<file path="src/rtl/aes_pkg.sv">
// AES shared types and GF(2^8) helpers.
// Used by both cipher directions.
package aes_pkg;

  localparam int NR = 10;

  typedef enum logic [1:0] {
    IDLE,
    ROUND,
    DONE
  } state_t;

  localparam logic [7:0] INV_SBOX [0:255] = '{
    8'h52, 8'h09, 8'h6a, 8'hd5, 8'h30, 8'h36, 8'ha5, 8'h38,
    8'hbf, 8'h40, 8'ha3, 8'h9e, 8'h81, 8'hf3, 8'hd7, 8'hfb,
    8'h7c, 8'he3, 8'h39, 8'h82, 8'h9b, 8'h2f, 8'hff, 8'h87,
    8'h34, 8'h8e, 8'h43, 8'h44, 8'hc4, 8'hde, 8'he9, 8'hcb,
    8'h54, 8'h7b, 8'h94, 8'h32, 8'ha6, 8'hc2, 8'h23, 8'h3d,
    8'hee, 8'h4c, 8'h95, 8'h0b, 8'h42, 8'hfa, 8'hc3, 8'h4e,
    8'h08, 8'h2e, 8'ha1, 8'h66, 8'h28, 8'hd9, 8'h24, 8'hb2,
    8'h76, 8'h5b, 8'ha2, 8'h49, 8'h6d, 8'h8b, 8'hd1, 8'h25,
    8'h72, 8'hf8, 8'hf6, 8'h64, 8'h86, 8'h68, 8'h98, 8'h16,
    8'hd4, 8'ha4, 8'h5c, 8'hcc, 8'h5d, 8'h65, 8'hb6, 8'h92,
    8'h6c, 8'h70, 8'h48, 8'h50, 8'hfd, 8'hed, 8'hb9, 8'hda,
    8'h5e, 8'h15, 8'h46, 8'h57, 8'ha7, 8'h8d, 8'h9d, 8'h84,
    8'h90, 8'hd8, 8'hab, 8'h00, 8'h8c, 8'hbc, 8'hd3, 8'h0a,
    8'hf7, 8'he4, 8'h58, 8'h05, 8'hb8, 8'hb3, 8'h45, 8'h06,
    8'hd0, 8'h2c, 8'h1e, 8'h8f, 8'hca, 8'h3f, 8'h0f, 8'h02,
    8'hc1, 8'haf, 8'hbd, 8'h03, 8'h01, 8'h13, 8'h8a, 8'h6b,
    8'h3a, 8'h91, 8'h11, 8'h41, 8'h4f, 8'h67, 8'hdc, 8'hea,
    8'h97, 8'hf2, 8'hcf, 8'hce, 8'hf0, 8'hb4, 8'he6, 8'h73,
    8'h96, 8'hac, 8'h74, 8'h22, 8'he7, 8'had, 8'h35, 8'h85,
    8'he2, 8'hf9, 8'h37, 8'he8, 8'h1c, 8'h75, 8'hdf, 8'h6e,
    8'h47, 8'hf1, 8'h1a, 8'h71, 8'h1d, 8'h29, 8'hc5, 8'h89,
    8'h6f, 8'hb7, 8'h62, 8'h0e, 8'haa, 8'h18, 8'hbe, 8'h1b,
    8'hfc, 8'h56, 8'h3e, 8'h4b, 8'hc6, 8'hd2, 8'h79, 8'h20,
    8'h9a, 8'hdb, 8'hc0, 8'hfe, 8'h78, 8'hcd, 8'h5a, 8'hf4,
    8'h1f, 8'hdd, 8'ha8, 8'h33, 8'h88, 8'h07, 8'hc7, 8'h31,
    8'hb1, 8'h12, 8'h10, 8'h59, 8'h27, 8'h80, 8'hec, 8'h5f,
    8'h60, 8'h51, 8'h7f, 8'ha9, 8'h19, 8'hb5, 8'h4a, 8'h0d,
    8'h2d, 8'he5, 8'h7a, 8'h9f, 8'h93, 8'hc9, 8'h9c, 8'hef,
    8'ha0, 8'he0, 8'h3b, 8'h4d, 8'hae, 8'h2a, 8'hf5, 8'hb0,
    8'hc8, 8'heb, 8'hbb, 8'h3c, 8'h83, 8'h53, 8'h99, 8'h61,
    8'h17, 8'h2b, 8'h04, 8'h7e, 8'hba, 8'h77, 8'hd6, 8'h26,
    8'he1, 8'h69, 8'h14, 8'h63, 8'h55, 8'h21, 8'h0c, 8'h7d
  };

  function automatic logic [7:0] inv_sbox(input logic [7:0] b);
    return INV_SBOX[b];
  endfunction

  function automatic logic [7:0] xtime(input logic [7:0] b);
    return {b[6:0], 1'b0} ^ (b[7] ? 8'h1b : 8'h00);
  endfunction

  function automatic logic [7:0] gf_mul(
    input logic [7:0] a,
    input logic [7:0] b
  );
    logic [7:0] p;
    logic [7:0] x;
    p = '0;
    x = a;
    for (int i = 0; i < 8; i++) begin
      if (b[i]) p = p ^ x;
      x = xtime(x);
    end
    return p;
  endfunction

  // byte r+4c of the state is row r, column c
  function automatic logic [127:0] inv_shift_rows(
    input logic [127:0] s
  );
    logic [127:0] o;
    o = '0;
    for (int c = 0; c < 4; c++) begin
      for (int r = 0; r < 4; r++) begin
        o[127-8*(r+4*c) -: 8] =
          s[127-8*(r+4*((c-r)&3)) -: 8];
      end
    end
    return o;
  endfunction

  function automatic logic [31:0] inv_mix_col(
    input logic [31:0] c
  );
    logic [7:0] a0, a1, a2, a3;
    logic [7:0] b0, b1, b2, b3;
    a0 = c[31:24];
    a1 = c[23:16];
    a2 = c[15:8];
    a3 = c[7:0];
    b0 = gf_mul(a0, 8'h0e) ^ gf_mul(a1, 8'h0b)
       ^ gf_mul(a2, 8'h0d) ^ gf_mul(a3, 8'h09);
    b1 = gf_mul(a0, 8'h09) ^ gf_mul(a1, 8'h0e)
       ^ gf_mul(a2, 8'h0b) ^ gf_mul(a3, 8'h0d);
    b2 = gf_mul(a0, 8'h0d) ^ gf_mul(a1, 8'h09)
       ^ gf_mul(a2, 8'h0e) ^ gf_mul(a3, 8'h0b);
    b3 = gf_mul(a0, 8'h0b) ^ gf_mul(a1, 8'h0d)
       ^ gf_mul(a2, 8'h09) ^ gf_mul(a3, 8'h0e);
    return {b0, b1, b2, b3};
  endfunction

endpackage

</file>
<file path="src/rtl/dec_round.sv">
// One combinational AES inverse round.
// is_final drops InvMixColumns for the last round.
module dec_round
  import aes_pkg::*;
(
  input  logic [127:0] din,
  input  logic [127:0] rkey,
  input  logic         is_final,
  output logic [127:0] dout
);

  logic [127:0] sr;
  logic [127:0] sb;
  logic [127:0] ak;
  logic [127:0] mc;

  always_comb begin
    sb = '0;
    mc = '0;
    sr = inv_shift_rows(din);
    for (int i = 0; i < 16; i++) begin
      sb[127-8*i -: 8] = inv_sbox(sr[127-8*i -: 8]);
    end
    ak = sb ^ rkey;
    for (int c = 0; c < 4; c++) begin
      mc[127-32*c -: 32] = inv_mix_col(ak[127-32*c -: 32]);
    end
  end

  assign dout = is_final ? ak : mc;

endmodule

</file>
<file path="src/rtl/dec_core.sv">
// Iterative AES-128 inverse cipher, one round per cycle.
// Round keys come from the external key store by index.
module dec_core
  import aes_pkg::*;
(
  input  logic         clk,
  input  logic         rst_n,
  input  logic         in_valid,
  output logic         in_ready,
  input  logic [127:0] din,
  output logic [3:0]   rkey_idx,
  input  logic [127:0] rkey,
  output logic         out_valid,
  input  logic         out_ready,
  output logic [127:0] dout,
  output logic         busy
);

  state_t       state;
  logic [127:0] st;
  logic [127:0] nxt;
  logic [3:0]   rnd;

  dec_round u_round (
    .din      (st),
    .rkey     (rkey),
    .is_final (rnd == 4'd0),
    .dout     (nxt)
  );

  always_ff @(posedge clk) begin
    if (!rst_n) begin
      state <= IDLE;
      st    <= '0;
      rnd   <= '0;
    end else begin
      unique case (state)
        IDLE: begin
          if (in_valid) begin
            st    <= din ^ rkey;
            rnd   <= 4'(NR - 1);
            state <= ROUND;
          end
        end
        ROUND: begin
          st <= nxt;
          if (rnd == 4'd0) state <= DONE;
          else rnd <= rnd - 4'd1;
        end
        DONE: begin
          if (out_ready) state <= IDLE;
        end
        default: state <= IDLE;
      endcase
    end
  end

  // all outputs decode registered state only
  always_comb begin
    rkey_idx = 4'(NR);
    unique case (state)
      IDLE:    rkey_idx = 4'(NR);
      ROUND:   rkey_idx = rnd;
      DONE:    rkey_idx = 4'd0;
      default: rkey_idx = 4'(NR);
    endcase
  end

  assign in_ready  = (state == IDLE);
  assign out_valid = (state == DONE);
  assign busy      = (state != IDLE);
  assign dout      = st;

endmodule

</file>
<file path="config.mk">
export PLATFORM = sky130hd
export DESIGN_NAME = dec_core
export DESIGN_NICKNAME = d
export VERILOG_FILES = /design/src/rtl/aes_pkg.sv /design/src/rtl/dec_round.sv /design/src/rtl/dec_core.sv
export SDC_FILE = /design/constraint.sdc
export NUM_CORES = 2
export LEC_CHECK = 0
export CAP_MARGIN = 25
export CELL_PAD_IN_SITES_DETAIL_PLACEMENT = 2
export CELL_PAD_IN_SITES_GLOBAL_PLACEMENT = 2
export CORE_UTILIZATION = 37
export CTS_CLUSTER_DIAMETER = 100
export DETAILED_ROUTE_END_ITERATION = 7
export PLACE_DENSITY = 0.85
export SLEW_MARGIN = 0
export SYNTH_ARGS = -nofsm -noshare
export SYNTH_HDL_FRONTEND = slang
export SYNTH_SLANG_ARGS = --single-unit
export TNS_END_PERCENT = 50
</file>
<file path="constraint.sdc">
create_clock -name clk -period 5.9 [get_ports clk]
set_input_delay 1.18 -clock clk [delete_from_list [all_inputs] [get_ports clk]]
set_output_delay 1.18 -clock clk [all_outputs]
set_load 0.01 [all_outputs]
</file>
==> impl_metrics.tcl <==
set metrics [dict create \
    ios 395 \
    synth_edf_count 0 \
    die_x_um 456 \
    yosysTopAreaCell "xnor2_1" \
    ff_latch_area_um2 2850 \
    tns_ns -0.00660 \
    layout-drive-gt1-share 0.131 \
    synth_warnings 0 \
    hold_class "flop to flop" \
    clk_latency_ns 0.54 \
    post-route-min-period_ns 5.91 \
    track_usage 0.467 \
    hold_depth 2 \
    finalMaxSlewViolations 0 \
    cts_buffers 17 \
    drtAntennaViolNets 0 \
    row_count 166 \
    crit_path_max_fanout 33 \
    finalInstanceArea_um2 84100 \
    slew_headroom 0.215 \
    grt_overflow 0 \
    drt_pass1_iterations 8 \
    fmax_mhz 169 \
    skew_ns 0.0230 \
    multi_input_area_um2 66700 \
    wl_per_cell_um 38.9 \
    cts.sink_count 134 \
    crit_required_ns 6.27 \
    yosys-top-cells-area "xnor2_1, mux4_2, ha_1" \
    cts_tree "yes" \
    rr_worst_depth 14 \
    ys_types 126 \
    die_h_um 456 \
    portBuffers 394 \
    wirelength_mm 510 \
    cts-htree-levels 4 \
    nFillCells 24052 \
    syn-cell-area_um2 76100 \
    netlist_instances 10505 \
    rsz0062_at_grt "false" \
    cts_hold_buf 0 \
    yosysTopAreaCellShare 0.0642 \
    core_area_um2 205000 \
    cp.arrival_ns 6.28 \
    drt_iter0_drc 13740 \
    violations "setup timing" \
    synth.avg_cell_area_um2 7.24 \
    cts_buffer_depth 2 \
    startpoint_type "flop" \
    critPathKind "flop to flop" \
    maxCapViolCount 0 \
    grt_pass1_vias 97571 \
    syn_to_final_growth_pct 10.5 \
    worst_pin_slew_ns 1.18 \
    pre_cts_ws_ns 0.245 \
    async_reset_ff_frac 0 \
    cts.reportedPaths.clkPinSlew_ns 0.07 \
    num_vias 96983 \
    die_area_um2 208000 \
    via_per_inst 7.40 \
    dp_hpwl_mm 379 \
    drc_errors 0 \
    worst_slack_ns -0.00660 \
    ys_seq_area_frac 0.0352 \
    synth_ff_type "dfxtp_1" \
    antenna_found_initial 34 \
    cp-end-kind "flop" \
    syn-num-nets 11063 \
    finalHoldViolCount 0 \
    start_util 0.372 \
    place_area_um2 83400 \
    grt_max_degree 120 \
    setup_violations 1 \
    place_congestion 1.06 \
    status "complete, but fails checks" \
    grt_pass1_wl_mm 730 \
    fin_nets 10936 \
    cts_root_buffer "clkbuf_16" \
    timing.final.crit_share 1.00 \
    ys_seq_elements 134 \
]
registers in the layout, indices dropped and copies added (netlist names):
register / count
dout: 128
rnd: 4
state: 2
metrics by stage:
step,utilization,hold slack [ns],cells
finish,0.411,0.500,13105
global route,0.411,0.552,13101
CTS,0.410,0.505,13070
detailed placement,0.407,0.489,13038
global placement,0.407,0.472,13036
floorplan,-,0.477,10505
repair_timing:
| action | CTS | global route |
|---|---|---|
| setup buffers | 0 | 0 |
| resized for setup | 0 | 3 |
| endpoints found under the setup margin | 0 | 2 |
critical path: stages, from the launching register on:
cell and delay, ns:
dfxtp_4 0.67, inv_1 0.41, buf_12 0.31, ha_1 0.22, nand2_1 0.07, nand2_1 0.09, a21oi_1 0.34, o22ai_1 0.17
a211oi_1 0.90, xnor2_2 0.46, xnor3_1 0.59, xnor3_1 0.45, xor2_1 0.19, a21oi_1 0.63, a211oi_1 0.12
Yosys cell counts (97+ instances only):
cell type,number
mux2i_1,170
or2_2,97
nor3_1,271
a221oi_1,172
xor2_1,220
and2_1,115
o21ai_0,619
o311ai_0,139
nor2_1,631
a31oi_1,197
xnor2_1,558
a21oi_1,730
mux4_2,181
o22ai_1,102
buf_4,103
nand2_1,707
nand2b_1,404
xnor3_1,128
dfxtp_1,134
a311oi_1,169
inv_1,178
ha_1,298
nand3_1,242
o221ai_1,159
o31ai_1,106
nor2b_1,305
buf_2,428
o211ai_1,205
a211oi_1,262
clkbuf_1,602
routing by layer:
metal  global-route usage  vias up  part of all wire
li1                     -    39754                 -
met1                0.599    49190              0.39
met4                0.315       12             0.077
met2                0.705     6537              0.43
met3               0.0935     1490              0.10
met5                    0        -           0.00014
worst paths after layout:
kind | endpoint | from | slack, ns
min | dout[101]$_SDFFE_PN0P_ | dout[101]$_SDFFE_PN0P_ | 0.50
max reg2reg | dout[115]$_SDFFE_PN0P_ | dout[66]$_SDFFE_PN0P_ | -0.007
max | dout[115]$_SDFFE_PN0P_ | dout[66]$_SDFFE_PN0P_ | -0.007
min reg2reg | dout[101]$_SDFFE_PN0P_ | dout[101]$_SDFFE_PN0P_ | 0.50
cell families (layout without fill, tap and decap cells):
kind of cell / Yosys count / after routing / share of synthesized area
compound gates: 3881 / 3881 / 0.365
simple gates: 3303 / 3303 / 0.225
buf+inv: 1476 / 1362 / 0.0894
xor+xnor: 1000 / 1000 / 0.151
mux: 413 / 413 / 0.0851
fa+ha+maj: 298 / 298 / 0.0490
flops: 134 / 134 / 0.0352
other cells: 0 / 26 / 0
final cells by class:
cell class | count | area share
diodes | 26 | 0.000774
clock buffers | 20 | 0.00543
clock inverters | 12 | 0.00113
inverters | 217 | 0.00975
multi-input cells | 8895 | 0.793
flip-flops and latches | 134 | 0.0338
well taps | 2688 | 0.0400
repair buffers | 1113 | 0.116
cell usage in the layout (no fill, tap or decap), types with 197 or more instances in the layout:
cell / count
buf_4: 686
nand3_1: 242
ha_1: 298
a31oi_1: 197
nand2b_1: 403
nor2b_1: 304
nor2_1: 628
a21oi_1: 730
nand2_1: 705
xnor2_1: 557
o211ai_1: 205
a211oi_1: 262
clkdlybuf4s50_1: 393
nor3_1: 270
o21ai_0: 619
xor2_1: 220
Power is not shown: default switching activity piles up to over one toggle a cycle in this logic, so the estimate is an artifact.
